## src/rtl/tff_pkg.sv

```systemverilog
// rtl/tff_pkg.sv - mode constants shared by the T-FF counter bank and its users
package tff_pkg;

    localparam logic [1:0] MODE_TOGGLE = 2'd0;
    localparam logic [1:0] MODE_UP     = 2'd1;
    localparam logic [1:0] MODE_DOWN   = 2'd2;
    localparam logic [1:0] MODE_HOLD   = 2'd3;

endpackage

```

## src/rtl/tff_cell.sv

```systemverilog
// rtl/tff_cell.sv - single T flip-flop with sync active-low reset and parallel load
module tff_cell (
    input  logic clk,
    input  logic rst,
    input  logic rst_val,
    input  logic ld,
    input  logic d,
    input  logic tog,
    output logic q
);

    always_ff @(posedge clk) begin
        if (!rst) begin
            q <= rst_val;
        end else if (ld) begin
            q <= d;
        end else if (tog) begin
            q <= ~q;
        end
    end

endmodule

```

## src/rtl/tff_counter_bank.sv

```systemverilog
// rtl/tff_counter_bank.sv - WIDTH T-FF cells driven as toggle register or up/down counter
module tff_counter_bank
    import tff_pkg::*;
#(
    parameter int               WIDTH     = 4,
    parameter logic [WIDTH-1:0] RESET_VAL = '0,
    parameter bit               SATURATE  = 1'b0
) (
    input  logic             clk,
    input  logic             rst,
    input  logic             en,
    input  logic [1:0]       mode,
    input  logic [WIDTH-1:0] t,
    input  logic             load,
    input  logic [WIDTH-1:0] load_val,
    output logic [WIDTH-1:0] q,
    output logic             tc
);

    logic [WIDTH-1:0] up_t;
    logic [WIDTH-1:0] dn_t;
    logic [WIDTH-1:0] t_int;
    logic             all_ones;
    logic             all_zeros;
    logic             at_limit;

    // Ripple prefix ANDs: bit i toggles when every lower bit is 1 (up) or 0 (down).
    // The carry out of the chain doubles as the limit detect.
    always_comb begin
        up_t      = '0;
        dn_t      = '0;
        all_ones  = 1'b1;
        all_zeros = 1'b1;
        for (int i = 0; i < WIDTH; i++) begin
            up_t[i]   = all_ones;
            dn_t[i]   = all_zeros;
            all_ones  = all_ones & q[i];
            all_zeros = all_zeros & ~q[i];
        end
    end

    always_comb begin
        t_int    = '0;
        at_limit = 1'b0;
        if (en && !load) begin
            case (mode)
                MODE_TOGGLE: t_int = t;
                MODE_UP: begin
                    at_limit = all_ones;
                    t_int    = (SATURATE && all_ones) ? '0 : up_t;
                end
                MODE_DOWN: begin
                    at_limit = all_zeros;
                    t_int    = (SATURATE && all_zeros) ? '0 : dn_t;
                end
                default: t_int = '0;
            endcase
        end
    end

    for (genvar i = 0; i < WIDTH; i++) begin : g_cell
        tff_cell u_cell (
            .clk     (clk),
            .rst     (rst),
            .rst_val (RESET_VAL[i]),
            .ld      (load),
            .d       (load_val[i]),
            .tog     (t_int[i]),
            .q       (q[i])
        );
    end

    always_ff @(posedge clk) begin
        if (!rst) begin
            tc <= 1'b0;
        end else begin
            tc <= at_limit;
        end
    end

endmodule
```

## config.mk

```make
export PLATFORM = sky130hd
export DESIGN_NAME = tff_counter_bank
export DESIGN_NICKNAME = d
export VERILOG_FILES = /design/src/rtl/tff_pkg.sv /design/src/rtl/tff_cell.sv /design/src/rtl/tff_counter_bank.sv
export SDC_FILE = /design/constraint.sdc
export NUM_CORES = 1
export LEC_CHECK = 0
export BUFFER_PORTS_ARGS = -buffer_cell sky130_fd_sc_hd__buf_2
export CORE_AREA = 2 2 39 41
export CTS_BUF_LIST = sky130_fd_sc_hd__clkbuf_8
export DETAILED_ROUTE_END_ITERATION = 8
export DIE_AREA = 0 0 41 43
export PLACE_DENSITY = 0.74
export RECOVER_POWER = 100
export SLEW_MARGIN = 20
export SYNTH_ARGS = -nofsm -noshare
export SYNTH_HDL_FRONTEND = slang
export SYNTH_SLANG_ARGS = --single-unit
```

## constraint.sdc

```tcl
create_clock -name clk -period 2.08 [get_ports clk]
set_input_delay 0.416 -clock clk [delete_from_list [all_inputs] [get_ports clk]]
set_output_delay 0.416 -clock clk [all_outputs]
set_load 0.01 [all_outputs]
```

# Yosys cells after proc, flatten, opt, wreduce, memory -nomap -nowiden
# Cells that the tools add are included.
# Widths: inputs -> output; s select.
# word_totals
reg_bits	5
inputBits	14
output_inout_bits	5
wordCells	36
# classes
eq_ne	2
n_mux	11
bitwise	10
n_reduce_logical	8
# ops
op	n
$pmux 4 s3	1
$mux 1	8
$reduce_bool 2->1	4
$and 1x1->1	6
$mux 4	1
$not 1->1	4
$eq 2x1->1 const B	1
$eq 2x2->1 const B	1
$logic_not 2->1	1
$pmux 1 s2	1
$reduce_and 2->1	1
$logic_and 1x1->1	1
$logic_not 1->1	1

# Longest topological paths before layout
# Gate-level depths: netlist of the first run.
# logic_depth
ltp_word	7
mapped_depth	5
depth_no_buf	5

# Hierarchy
# Synthesis of the first run repeated with hierarchy kept, for this count alone.
# unflattened
hier_cells	50
area_unflattened_um2	432.9
# modules_own_cells
module	instances	cells_per_inst	area_per_inst_um2	seq_area_each_um2
tff_cell	4	6	58.8	30.0
tff_counter_bank	1	26	197.7	20.0

# Least setup slack after synthesis of the first run
# Ideal clock, no wire load.
# synth_timing
path_kind	input-to-reg
startpoint	input port mode[0]
endpoint	register g_cell[0].u_cell.q
setup_time_ps	122
arrival_time_ps	1567
required_time_ps	1958
slack_ps	392
stages	5
path_buffers	1
path_cell_list	ha_1 > or3b_1 > buf_6 > o21a_1 > o311a_1
# synth_via
elab_chain_len	4
elab_cells_between_ends	6
classes_between	eq/ne: 2; mux: 2; reduce/logical: 2
# synth_rtl
element	line_no	source
start, declared	tff_counter_bank.sv:12	input logic [1:0] mode,
$eq 2x2->1, or another cell as far along	tff_counter_bank.sv:46	case (mode)
$pmux 4 s3 *	tff_counter_bank.sv:46	
$mux 4 *	tff_counter_bank.sv:45	if (en && !load) begin
$reduce_bool 2->1 (no line) *	n/a	
end signal, assigned	tff_cell.sv:14	q <= rst_val;
end signal, assigned	tff_cell.sv:18	q <= ~q;
end, declared	tff_cell.sv:9	output logic q
# Mark *: on every way between the ends. The rest lies on a longest branch, timed or not.
# A chain may end at the register's enable or synchronous reset.

# Worst setup path in the final report of the first run
# layout_timing
startpoint	input port mode[0]
endpoint	register g_cell[3].u_cell.q
# layout_via
elab_chain_len	4
elab_cells_between_ends	6
classes_between	eq/ne: 2; mux: 2; reduce/logical: 2
# layout_rtl
element	line_no
$eq 2x2->1, or another cell as far along	tff_counter_bank.sv:46
$pmux 4 s3 *	tff_counter_bank.sv:46
$mux 4 *	tff_counter_bank.sv:45
$reduce_bool 2->1 (no line) *	n/a
end signal, assigned	tff_cell.sv:14
end signal, assigned	tff_cell.sv:18
end, declared	tff_cell.sv:9
# Marks and branches as above.

==> impl_metrics.csv, run 1 <==
group,metric,value,unit
synthesis,synth_mux_area_share,2.34,%
detailed_routing,avgRoutedWirePerCell,12.2,um
detailed_routing,first_pass_iters,4,
pwr,switching_share,26.3,%
timing,tns,0,ns
global_routing,track_usage,13.6,%
timing,rsz0062_at_grt,"no",
cts,post_cts_buffers,0,
synthesis,synth_area_per_cell,8.92,um2
die,die_width,41,um
pwr,p_int,262,uW
min_path,holdPathEnd,"g_cell[1].u_cell.q",
setup_path,path_cells,"clkbuf_1, inv_1, ha_1, or4b_1, a311o_1, nand3_1",
pwr,ir_drop,394,uV
setup_path,crit_fanout,4,
timing,max_freq,649,MHz
synthesis,synth_top_area_share,20.8,%
die,ios,19,
synthesis,synth_compound_area_share,18.4,%
synthesis,yosysUniqueCellTypes,27,
pwr,leakage,0.000247,uW
setup_path,cp_top_family,"simple AND/OR/NAND/NOR gates",
setup_path,worstPathArrival,1.70,ns
timing,finalCritPeriodShare,74.1,%
synthesis,syn_area,482,um2
finish,antenna_cells,0,
setup_path,worstReg2RegStart,"g_cell[1].u_cell.q",
synthesis,ys.warnings.count,0,
cts,clock_path_buffers,2,
setup_path,critPathLaunchType,"input port",
min_path,worstHoldStart,"load_val[1]",
detailed_routing,vias,461,
finish,finalNonFillerCells,86,
synthesis,postSynthCellCount,54,
die,die_h,43,um
synthesis,synth_seq_cells,5,
cts,numCtsBuffers,3,
finish,area_growth,19.7,%
min_path,hold-path-cell-count,3,
timing,hold_viol,0,
min_path,min_path_type,"input port to register",
setup_path,r2r-end,"g_cell[3].u_cell.q",
placed_design,io_buffers,18,
setup_path,path_buf_inv,2,
detailed_routing,vias_per_cell,5.36,
setup_path,worstSetupEndpointType,"register",
pwr,powerDensity,617,nW/um2
timing,min_period,1.54,ns
global_routing,antenna_found_initial,0,
status,outcome,"finished, final reports clean",
setup_path,reg2reg_setup_slack,0.68,ns
finish,seqCellArea,100,um2
cts,cts_tree,"done",
global_routing,first_global_vias,405,
cts,clk-insertion-delay-late,0.22,ns
synthesis,synthTopCellsByArea,"dfxtp_1 (21%), ha_1 (13%), buf_4 (7.8%)",
cts,h-tree-depth,1,
pwr,pwr-share-clk,49.9,%
setup_path,slowest_stage,"or4b_1",
synthesis,synth_fp_nets,73,
synthesis,yosys.area_share.simple,33.0,%
detailed_routing,wirelength,1050,um
setup_path,crit_path_max_incr_delay,0.49,ns
placed_design,gp_congestion,0.740,
die,dieArea,1760,um2
detailed_routing,detail-route-antenna-nets,0,
finish,multi_input_area,318,um2
synthesis,synthAdderAreaFrac,13.0,%
finish,fin_nets,90,
setup_path,critPathRequiredTime,2.24,ns
die,start_util,34.8,%
timing,finalMaxSlewViolations,0,
cts,numClockSinks,5,
detailed_routing,drc,0,
timing,tightest_slew,0.326,ns
pwr,p_comb_share,18.7,%
synthesis,synth_seq_area_share,20.8,%
setup_path,r2r_cells,3,
global_routing,grt_max_degree,14,
pwr,pwr-share-seq,31.5,%
placed_design,placedCellCount,82,
placed_design,hpwlAfterDp,801,um
timing,skew,0.00165,ns
finish,layout-drive-gt1-share,27.1,%
cts,clkSlewWorstSetupHoldPaths,0.04,ns
die,core_area,1380,um2
synthesis,synth_top_family_by_area,"simple AND/OR/NAND/NOR gates",
detailed_routing,drt_iter0_drc,4,
timing,setup_violations,0,
finish,fillCellCount,145,
global_routing,grt_pass1_wl,1630,um
global_routing,overflow,0,
setup_path,critical_path_class,"input port to register",
die,rows,14,
cts,root_buffer,"clkbuf_8",
pwr,p_sw,93.6,uW
cts,cts_resized,0,
synthesis,synth_area_leader_cell,"dfxtp_1",
timing,slew-limit-headroom,78.3,%
cts,cts_hold_buf,0,
synthesis,synthXorXnorAreaFrac,0,%
job,max_cap_viol_count,0,
-- synth_stat cells --
cell / count
buf_4: 5
dfxtp_1: 5
ha_1: 5
nand3_1: 4
nand4_1: 3
or3b_2: 3
a21oi_1: 2
a311o_1: 2
a32oi_1: 2
and3b_1: 2
inv_1: 2
nand2_1: 2
nand2b_1: 2
or3b_1: 2
a211o_1: 1
a22oi_1: 1
buf_6: 1
clkbuf_1: 1
mux2_2: 1
nand3b_1: 1
nand4b_1: 1
nor2_1: 1
nor3_1: 1
o211ai_1: 1
o21a_1: 1
o311a_1: 1
or4b_4: 1
-- cells in the final DEF, fill, tap and decap left out, types with 2 or more instances in the layout --
master    count
and3b_1       2
a32oi_1       2
nand2_1       2
nand2b_1      2
clkbuf_8      3
clkbuf_1      7
ha_1          5
nand3_1       4
or3b_2        3
a21oi_1       2
buf_2        12
nand4_1       3
inv_1         3
or3b_1        2
dfxtp_1       5
a311o_1       2
-- final cells by class --
cell class | count | share of cell area [%]
Sequential cell | 5 | 17.4
Inverter | 2 | 1.30
Multi-Input combinational cell | 40 | 55.1
Tap cell | 16 | 3.47
Clock inverter | 1 | 0.651
Clock buffer | 3 | 7.16
Timing Repair Buffer | 19 | 15.0
-- worst max-delay path by stage --
stage,from,to,slack [ns],cells past startpoint
after floorplan,mode[0],g_cell[0].u_cell.q,0.39,5
after global placement,mode[0],g_cell[0].u_cell.q,0.36,5
after detailed placement,mode[0],g_cell[0].u_cell.q,0.33,5
after CTS,mode[0],g_cell[0].u_cell.q,0.56,5
after global routing,mode[0],g_cell[3].u_cell.q,0.46,6
final,mode[0],g_cell[3].u_cell.q,0.54,6
-- state kept, by name, indices dropped and copies added (netlist names) --
signal           count
g_cell.u_cell.q      4
tc                   1
-- logic make-up (layout without fill, tap and decap cells) --
| group | after synthesis | in the layout |
|---|---|---|
| flip-flops | 5 | 5 |
| adder cells (fa/ha/maj) | 5 | 5 |
| multiplexers | 1 | 1 |
| buffers and inverters | 9 | 25 |
| AND/OR/NAND/NOR | 23 | 23 |
| AO/OA/AOI/OAI | 11 | 11 |
-- per-stage QoR --
step / hold slack, ns / utilization [%] / cell area (um2) / power (uW) / setup WS, ns
6_report: 0.443 / 41.7 / 577 / 356 / 0.538
5_1_grt: 0.464 / 41.7 / 577 / 373 / 0.459
4_1_cts: 0.442 / 42.8 / 592 / 363 / 0.564
3_5_place_dp: 0.585 / 39.5 / 547 / 184 / 0.329
3_3_place_gp: 0.584 / 39.5 / 547 / 183 / 0.355
2_1_floorplan: 0.539 / - / 482 / 165 / 0.392
-- worst reg2reg max path, stage by stage, from the launching register on --
cell and delay [ns]:
dfxtp_1 0.35, or4b_1 0.58, a311o_1 0.34, nand3_1 0.06
-- power by group through the flow --
stage	clock network [uW]	registers [uW]	logic [uW]
2_1_floorplan	0	111	54.0
3_3_place_gp	0	114	69.3
3_5_place_dp	0	114	70.5
4_1_cts	180	112	70.8
5_1_grt	185	114	74.4
6_report	178	112	66.5
-- metal layers --
metal  up-vias  wire length [um]  part of all wire (%)  GRT usage (%)
li1        235                 -                     -              -
met1       206               478                    45           17.3
met2        18               492                    47           20.0
met3         2                72                   6.9           6.28
met4         0                 8                  0.76           4.00
met5         -                 0                     0              0
(Power assumes the default switching activity.)
==> inputs of run 2 (changes only) <==
==> constraint.sdc (replaced) <==
create_clock -name clk -period 1.45 [get_ports clk]
set_input_delay 0.29 -clock clk [delete_from_list [all_inputs] [get_ports clk]]
set_output_delay 0.29 -clock clk [all_outputs]
set_load 0.01 [all_outputs]
==> impl_metrics.csv, run 2 (synthesized netlist as in run 1, its figures left out) <==
group,metric,value,unit
status,outcome,"finished, final reports clean",
detailed_routing,vias,491,
finish,fillCellCount,145,
cts,h-tree-depth,1,
die,dieArea,1760,um2
setup_path,r2r_cells,3,
cts,clk-insertion-delay-late,0.22,ns
timing,max_freq,730,MHz
finish,final_cell_mix,"buf_2 (13), buf_4 (7), clkbuf_1 (6)",
timing,tightest_slew,0.217,ns
detailed_routing,avgRoutedWirePerCell,12.4,um
min_path,hold-path-cell-count,3,
die,ios,19,
detailed_routing,wirelength,1160,um
detailed_routing,first_pass_iters,4,
global_routing,grt_pass1_wl,1780,um
finish,reg_top3,"g_cell.u_cell.q x4, tc x1",
timing,skew,0.00149,ns
global_routing,grt_max_degree,8,
setup_path,cp_top_family,"simple AND/OR/NAND/NOR gates",
pwr,leakage,0.000289,uW
finish,antenna_cells,0,
timing,rsz0062_at_grt,"no",
pwr,ir_drop,655,uV
setup_path,worstSetupEndpointType,"register",
die,rows,14,
die,die_width,41,um
die,core_area,1380,um2
setup_path,reg2reg_setup_slack,0.10,ns
detailed_routing,drc,0,
setup_path,critPathLaunchType,"input port",
global_routing,antenna_found_initial,0,
timing,finalCritPeriodShare,94.5,%
finish,area_growth,35.3,%
pwr,p_total,531,uW
job,max_cap_viol_count,0,
finish,layout_commonest_cell,"buf_2",
setup_path,critical_path_class,"input port to register",
pwr,powerDensity,814,nW/um2
setup_path,slowest_stage,"or4b_4",
finish,largest_reg_flops,4,
setup_path,worstPathArrival,1.53,ns
global_routing,first_global_vias,427,
die,die_h,43,um
setup_path,r2r-end,"g_cell[3].u_cell.q",
setup_path,critPathRequiredTime,1.61,ns
placed_design,placed_area,619,um2
finish,largest-register,"g_cell.u_cell.q",
cts,clkSlewWorstSetupHoldPaths,0.04,ns
timing,finalMaxSlewViolations,0,
finish,layout-drive-gt1-share,39.7,%
cts,numClockSinks,5,
detailed_routing,drt_iter0_drc,11,
setup_path,path_buf_inv,2,
finish,multi_input_area,334,um2
setup_path,crit_fanout,3,
setup_path,crit_path_max_incr_delay,0.48,ns
cts,root_buffer,"clkbuf_8",
global_routing,track_usage,14.4,%
cts,clock_path_buffers,2,
placed_design,io_buffers,18,
min_path,min_path_type,"input port to register",
detailed_routing,detail-route-antenna-nets,0,
die,start_util,34.8,%
detailed_routing,vias_per_cell,5.22,
timing,hold_viol,0,
timing,slew-limit-headroom,85.6,%
setup_path,worstReg2RegStart,"g_cell[1].u_cell.q",
timing,setup_violations,0,
timing,tns,0,ns
timing,min_period,1.37,ns
setup_path,path_cells,"buf_2, inv_2, ha_1, or4b_4, a311o_1, nand3_1",
placed_design,gp_congestion,0.793,
finish,seqCellArea,100,um2
cts,cts_tree,"done",
cts,numCtsBuffers,3,
finish,design_area,652,um2
min_path,worstHoldStart,"load_val[1]",
global_routing,overflow,0,
cts,cts_hold_buf,0,
finish,fin_nets,98,
min_path,holdPathEnd,"g_cell[1].u_cell.q",
## run 2: cell type report
class	instances	share of cell area, %
multi-input cells	40	51.2
repair buffers	27	22.3
flip-flops and latches	5	15.4
clock buffers	3	6.33
well taps	16	3.07
inverters	2	1.15
clock inverters	1	0.576
## run 2: worst register-to-register path: stages, from the launching register on
cell     delay (ns)
dfxtp_1        0.34
or4b_4         0.56
a311o_1        0.32
nand3_1        0.07
## run 2: repair_timing
item,in CTS,in global routing
endpoints found under the hold margin,0,0
setup endpoints to repair,0,1
gates resized for setup,0,2
buffers inserted,0,0
## run 2: routing by layer
metal  track usage [%]  part of all wire [%]  up-vias
li1                  -                     -      251
met1              17.0                    44      227
met2              24.7                    51       13
met3              6.28                   4.4        0
met4                 0                     0        0
met5                 0                     0        -
## run 2: metrics by stage
step | worst slack [ns] | hold WS, ns | utilization [%] | cells
2_1_floorplan | 0.00491 | 0.446 | - | 54
3_3_place_gp | -0.128 | 0.545 | 44.8 | 90
3_5_place_dp | -0.173 | 0.555 | 44.8 | 90
4_1_cts | 0.0525 | 0.330 | 48.0 | 94
5_1_grt | 0.0178 | 0.355 | 47.1 | 94
6_report | 0.0797 | 0.326 | 47.1 | 94
## run 2: how the worst max path moves through the flow
| stage | startpoint | endpoint | slack [ns] | cells after the start |
|---|---|---|---|---|
| floorplan | mode[0] | g_cell[0].u_cell.q | 0.005 | 5 |
| global placement | mode[0] | g_cell[2].u_cell.q | -0.13 | 6 |
| detailed placement | mode[0] | g_cell[3].u_cell.q | -0.17 | 6 |
| CTS | mode[0] | g_cell[3].u_cell.q | 0.05 | 6 |
| global route | mode[0] | g_cell[3].u_cell.q | 0.02 | 6 |
| finish | mode[0] | g_cell[3].u_cell.q | 0.08 | 6 |
## run 2: power by group
part	internal, uW	switching [uW]	leakage [uW]
combinational	62.5	57.5	0.000221
clock	182	69.0	0.0000269
sequential	148	12.2	0.0000412
total	392	139	0.000289
